`config.mk`:
```
export PLATFORM = sky130hd
export DESIGN_NAME = w4823_fir_sched
export DESIGN_NICKNAME = d
export VERILOG_FILES = /design/src/rtl/w4823_fir_sched.sv
export SDC_FILE = /design/constraint.sdc
export NUM_CORES = 1
export LEC_CHECK = 0
export ABC_CLOCK_PERIOD_IN_PS = 3500
export CAP_MARGIN = 20
export CORE_MARGIN = 8
export CORE_UTILIZATION = 55
export CTS_BUF_LIST = sky130_fd_sc_hd__clkbuf_8
export CTS_CLUSTER_SIZE = 12
export DETAILED_ROUTE_END_ITERATION = 6
export PLACE_DENSITY = 0.9
export SLEW_MARGIN = 40
export SYNTH_ARGS = -nofsm -noshare
export SYNTH_HDL_FRONTEND = slang
export SYNTH_SLANG_ARGS = --single-unit
```
`constraint.sdc`:
```
create_clock -name clk_i -period 3.5 [get_ports clk_i]
set_input_delay 0.525 -clock clk_i [delete_from_list [all_inputs] [get_ports clk_i]]
set_output_delay 0.525 -clock clk_i [all_outputs]
set_load 0.1 [all_outputs]
```
`src/rtl/w4823_fir_sched.sv`:
```
// Tap scheduler for the W4823 FP16 FIR: writes each new sample into the circular
// delay line, then walks NTAPS coefficient/data pairs through the MAC and flags completion.
module w4823_fir_sched #(
    parameter int NTAPS   = 65,
    parameter int CADDR_W = 7,
    parameter int DADDR_W = 7,
    parameter int MAC_LAT = 4
) (
    input  logic               clk_i,
    input  logic               rst_n_i,
    input  logic               en_i,
    input  logic               sample_tick_i,
    input  logic               cload_busy_i,
    input  logic               ovr_clr_i,
    output logic               dmem_we_o,
    output logic [DADDR_W-1:0] dmem_waddr_o,
    output logic [DADDR_W-1:0] dmem_raddr_o,
    output logic [CADDR_W-1:0] cmem_raddr_o,
    output logic               mac_en_o,
    output logic               acc_clr_o,
    output logic               last_tap_o,
    output logic               out_valid_o,
    output logic               busy_o,
    output logic               overrun_o
);

    // state | meaning
    // IDLE  | waiting for a sample tick (or a held-off pending start)
    // WRITE | new sample written at wp, base latched
    // MAC   | tap k = 0..NTAPS-1 presented to the MAC
    // DRAIN | MAC pipeline flushing, MAC_LAT cycles
    // DONE  | accumulator result valid for one cycle
    typedef enum logic [2:0] {IDLE, WRITE, MAC, DRAIN, DONE} state_t;

    localparam int                 DW       = (MAC_LAT > 1) ? $clog2(MAC_LAT) : 1;
    localparam logic [CADDR_W-1:0] LAST_K   = CADDR_W'(NTAPS - 1);
    localparam logic [DW-1:0]      DRAIN_LD = DW'(MAC_LAT - 1);

    state_t             state_q;
    logic [DADDR_W-1:0] wp_q, base_q, wp_d;
    logic [CADDR_W-1:0] k_q, k_d;
    logic [DW-1:0]      drain_q;
    logic               pend_q;
    logic               dmem_we_q, mac_en_q, acc_clr_q, last_tap_q, out_valid_q, busy_q, ovr_q;
    logic [DADDR_W-1:0] dmem_waddr_q, dmem_raddr_q;
    logic [CADDR_W-1:0] cmem_raddr_q;

    assign wp_d = wp_q + DADDR_W'(1);
    assign k_d  = k_q + CADDR_W'(1);

    always_ff @(posedge clk_i) begin
        if (!rst_n_i) begin
            state_q      <= IDLE;
            wp_q         <= '0;
            base_q       <= '0;
            k_q          <= '0;
            drain_q      <= '0;
            pend_q       <= 1'b0;
            dmem_we_q    <= 1'b0;
            dmem_waddr_q <= '0;
            dmem_raddr_q <= '0;
            cmem_raddr_q <= '0;
            mac_en_q     <= 1'b0;
            acc_clr_q    <= 1'b0;
            last_tap_q   <= 1'b0;
            out_valid_q  <= 1'b0;
            busy_q       <= 1'b0;
            ovr_q        <= 1'b0;
        end else begin
            dmem_we_q   <= 1'b0;
            mac_en_q    <= 1'b0;
            acc_clr_q   <= 1'b0;
            last_tap_q  <= 1'b0;
            out_valid_q <= 1'b0;

            // set has priority over clear
            if (ovr_clr_i) ovr_q <= 1'b0;
            if (sample_tick_i && busy_q) ovr_q <= 1'b1;

            case (state_q)
                IDLE: begin
                    if (!en_i) begin
                        pend_q <= 1'b0;
                    end else if (sample_tick_i || pend_q) begin
                        if (cload_busy_i) begin
                            pend_q <= 1'b1;
                        end else begin
                            pend_q       <= 1'b0;
                            state_q      <= WRITE;
                            busy_q       <= 1'b1;
                            dmem_we_q    <= 1'b1;
                            dmem_waddr_q <= wp_q;
                            base_q       <= wp_q;
                            wp_q         <= wp_d;
                        end
                    end
                end
                WRITE: begin
                    state_q      <= MAC;
                    k_q          <= '0;
                    mac_en_q     <= 1'b1;
                    acc_clr_q    <= 1'b1;
                    cmem_raddr_q <= '0;
                    dmem_raddr_q <= base_q;
                end
                MAC: begin
                    if (k_q == LAST_K) begin
                        state_q <= DRAIN;
                        drain_q <= DRAIN_LD;
                    end else begin
                        k_q          <= k_d;
                        mac_en_q     <= 1'b1;
                        cmem_raddr_q <= k_d;
                        dmem_raddr_q <= base_q - DADDR_W'(k_d);
                        last_tap_q   <= (k_d == LAST_K);
                    end
                end
                DRAIN: begin
                    if (drain_q == '0) begin
                        state_q     <= DONE;
                        out_valid_q <= 1'b1;
                    end else begin
                        drain_q <= drain_q - DW'(1);
                    end
                end
                DONE: begin
                    state_q <= IDLE;
                    busy_q  <= 1'b0;
                end
                default: state_q <= IDLE;
            endcase
        end
    end

    assign dmem_we_o    = dmem_we_q;
    assign dmem_waddr_o = dmem_waddr_q;
    assign dmem_raddr_o = dmem_raddr_q;
    assign cmem_raddr_o = cmem_raddr_q;
    assign mac_en_o     = mac_en_q;
    assign acc_clr_o    = acc_clr_q;
    assign last_tap_o   = last_tap_q;
    assign out_valid_o  = out_valid_q;
    assign busy_o       = busy_q;
    assign overrun_o    = ovr_q;

endmodule

```
==> results.py <==
metrics = {
    "setup_path": {
        "cp_num_cells": 9,
        "crit_type": "flip-flop to flip-flop",
        "r2r_cells": 9,
        "critPathLaunch": "cmem_raddr_o[0]",
        "cpMaxStageDelayCell": "fa_1",
        "crit_chain": "inv_1 > ha_1 > inv_1 > fa_1 > maj3_2 > maj3_2 > a21oi_2 > mux2i_1 > o31ai_1",
        "r2r_end": "dmem_raddr_o[6]",
        "cp-endpoint": "dmem_raddr_o[6]",
        "worstPathRequired_ps": 3700,
        "path_delay_family": "adder cells",
        "crit_path_end_kind": "flip-flop",
        "crit_arrival_ps": 2730,
        "cpPeakStageDelay_ps": 430,
        "path_buf_inv": 2,
        "r2r_slack_ps": 980,
        "rr_startpoint": "cmem_raddr_o[0]",
        "path_max_fanout": 6,
        "critPathLaunchType": "flip-flop",
    },
    "final_layout": {
        "num_antenna_cells": 0,
        "drive_gt1_frac": 0.1591,
        "layout_common_cells": "dfxtp_1, buf_2, nor2_1",
        "area_growth_pct": 17.63,
        "fin_nets": 276,
        "final_common_cell": "dfxtp_1",
        "fin_area_um2": 2362,
    },
    "clock_tree": {
        "holdBufCountCts": 0,
        "cts_buffers": 5,
        "clock_sinks": 41,
        "h-tree-depth": 2,
        "post_cts_resized": 0,
        "clock_latency_ps": 290,
        "cts_tree": "built",
        "cts_setup_buffers": 0,
        "path_clk_slew_ps": 70,
        "cts_max_path_buffers": 2,
        "cts_root_buffer": "clkbuf_8",
    },
    "synth": {
        "synth_cell_types": 47,
        "ys_ff_latch": 41,
        "syn_inst": 228,
        "ys.flop_type": "dfxtp_1",
        "synthesis.area_um2": 2008,
        "avgSynthCellArea_um2": 8.808,
        "synthArstFlopShare": 0,
        "synth_warnings": 0,
        "ys_seq_area_frac": 0.4087,
        "synth_nets": 241,
        "synth_edf_count": 0,
    },
    "placed_design": {
        "place.gp.congestion": 0.8242,
        "io_buffers": 33,
        "dp_slack_ps": 993.2,
        "post-dp-hpwl_um": 3285,
        "placed_area_um2": 2246,
    },
    "sta": {
        "max_slew_margin": 0.5741,
        "slew_violations": 0,
        "setup_viol": 0,
        "hold_violations": 0,
        "rsz0062_at_grt": "false",
        "setup_ws_ps": 977.9,
        "max_freq_ghz": 0.3965,
        "fin_tns_setup_ps": 0,
        "tightest_slew_ps": 630.0,
        "min_period_over_period": 0.7206,
        "finalCriticalPeriod_ps": 2522,
        "skew_ps": 3.553,
    },
    "route": {
        "avgViaCountPerCell": 5.603,
        "drt-total-wl_um": 4431,
        "antenna_left": 0,
        "drc": 0,
        "first_pass_iters": 4,
        "wl_per_cell_um": 14.20,
        "vias": 1748,
        "drt_iter0_drc": 94,
    },
    "floorplanning": {
        "io_pins": 34,
        "initial_core_util": 0.5612,
        "dieArea_um2": 5841,
        "dieWidth_um": 76.43,
        "core-area_um2": 3578,
        "row_count": 22,
        "dieHeight_um": 76.43,
    },
    "power_and_ir_drop": {
        "p_sw_frac": 0.2605,
        "p_comb_frac": 0.131,
        "p_leak_nw": 0.9440,
        "clkPwrFrac": 0.386,
        "cellPowerDensity_nw_per_um2": 425.6,
        "seq_power_share": 0.483,
        "internal_power_uw": 743.5,
        "switching_power_uw": 261.9,
        "ir_drop_uv": 297.3,
    },
    "grt": {
        "grt_pass1_wl_um": 7514,
        "grt_overflow": 0,
        "grt_max_degree": 22,
        "grt_usage": 0.1538,
        "antenna_found_initial": 0,
        "grt_pass1_vias": 1628,
    },
    "outcome": {
        "status": "complete, no violations",
    },
    "flow_run": {
        "maxCapViolations": 0,
    },
    "worst_hold_path": {
        "hold_class": "flip-flop to flip-flop",
    },
}
cell type report:
type	count	area (um^2)
fill	294	1216
multi-input combinational	169	1119
sequential	41	820.8
timing repair buffer	35	205.2
clock buffer	6	82.58
tap	48	60.06
inverter	11	41.29
clock inverter	2	33.78
cells by family after synthesis:
logic type / after synthesis / synth area share
buffers and inverters: 18 / 0.03426
adder cells (fa/ha/maj): 9 / 0.05857
multiplexers: 10 / 0.04985
AO/OA/AOI/OAI: 48 / 0.1570
XOR/XNOR: 13 / 0.06417
AND/OR/NAND/NOR: 89 / 0.2274
flip-flops: 41 / 0.4087
metrics by stage:
step,total power [mW],cells,util,hold slack [ps]
6_report,1.005,312,0.6601,449.5
3_5_place_dp,0.6274,304,0.6276,438.8
5_1_grt,1.039,312,0.6601,490.6
4_1_cts,1.010,312,0.6601,456.5
3_3_place_gp,0.6300,304,0.6668,435.2
2_1_floorplan,0.5975,228,-,443.0
Yosys cell counts (2+ instances only):
cell type / instances / area [um^2]
o21ai_0: 17 / 85.08
nor4_1: 2 / 12.51
clkbuf_1: 5 / 18.77
inv_1: 11 / 41.29
o21a_1: 2 / 15.01
nand2_1: 20 / 75.07
nor4b_1: 3 / 26.28
dfxtp_1: 41 / 820.8
mux2i_1: 10 / 100.1
maj3_2: 2 / 22.52
or3_1: 3 / 18.77
ha_1: 6 / 75.07
and2_1: 3 / 18.77
nand4b_1: 2 / 17.52
xor2_1: 6 / 52.55
a211oi_1: 5 / 37.54
o31a_1: 2 / 17.52
xnor2_1: 6 / 52.55
a32oi_1: 2 / 17.52
o211ai_1: 2 / 15.01
a21oi_1: 7 / 35.03
nor2_1: 23 / 86.33
nor3_1: 9 / 45.04
o31ai_1: 2 / 15.01
nor2b_1: 3 / 18.77
nand3_1: 9 / 45.04
a211o_1: 2 / 17.52
nand2b_1: 4 / 25.02
state kept, by name (all words and copies together), names as in the netlist:
signal,cells
acc_clr_o,1
busy_o,1
cmem_raddr_o,7
dmem_raddr_o,7
dmem_waddr_o,7
dmem_we_o,1
drain_q,2
last_tap_o,1
mac_en_o,1
out_valid_o,1
overrun_o,1
pend_q,1
state_q,3
wp_q,7
worst min-delay path by stage:
stage / start / end / slack (ps) / depth (start not counted)
2_1_floorplan: drain_q[0] / drain_q[0] / 440 / 1
3_3_place_gp: dmem_raddr_o[1] / dmem_raddr_o[1] / 440 / 2
3_5_place_dp: dmem_raddr_o[2] / dmem_raddr_o[2] / 440 / 2
4_1_cts: dmem_raddr_o[2] / dmem_raddr_o[2] / 460 / 2
5_1_grt: dmem_raddr_o[2] / dmem_raddr_o[2] / 490 / 2
6_report: dmem_raddr_o[2] / dmem_raddr_o[2] / 450 / 2
power groups by stage:
stage                     Clock [mW]  Sequential, mW  Combinational [mW]
after detailed placement           0           0.496               0.131
after CTS                      0.392           0.485               0.133
after global placement             0           0.496               0.134
final                          0.388           0.485               0.132
after floorplan                    0           0.536              0.0615
after global routing           0.410           0.487               0.142
tightest hold or removal path: stages, from the launching register on:
cell and delay (ps):
dfxtp_1 330, nand2_1 40, o21ai_0 50
routing by layer:
metal,track usage,wire length [um],vias to the layer above,share of wire
met1,0.1711,1932,820,0.44
met3,0.04717,210,8,0.047
met2,0.2622,2207,38,0.50
met4,0.06923,81,0,0.018
li1,-,-,882,-
met5,0,0,-,0
Note: power is estimated with default switching activity, not from simulation.
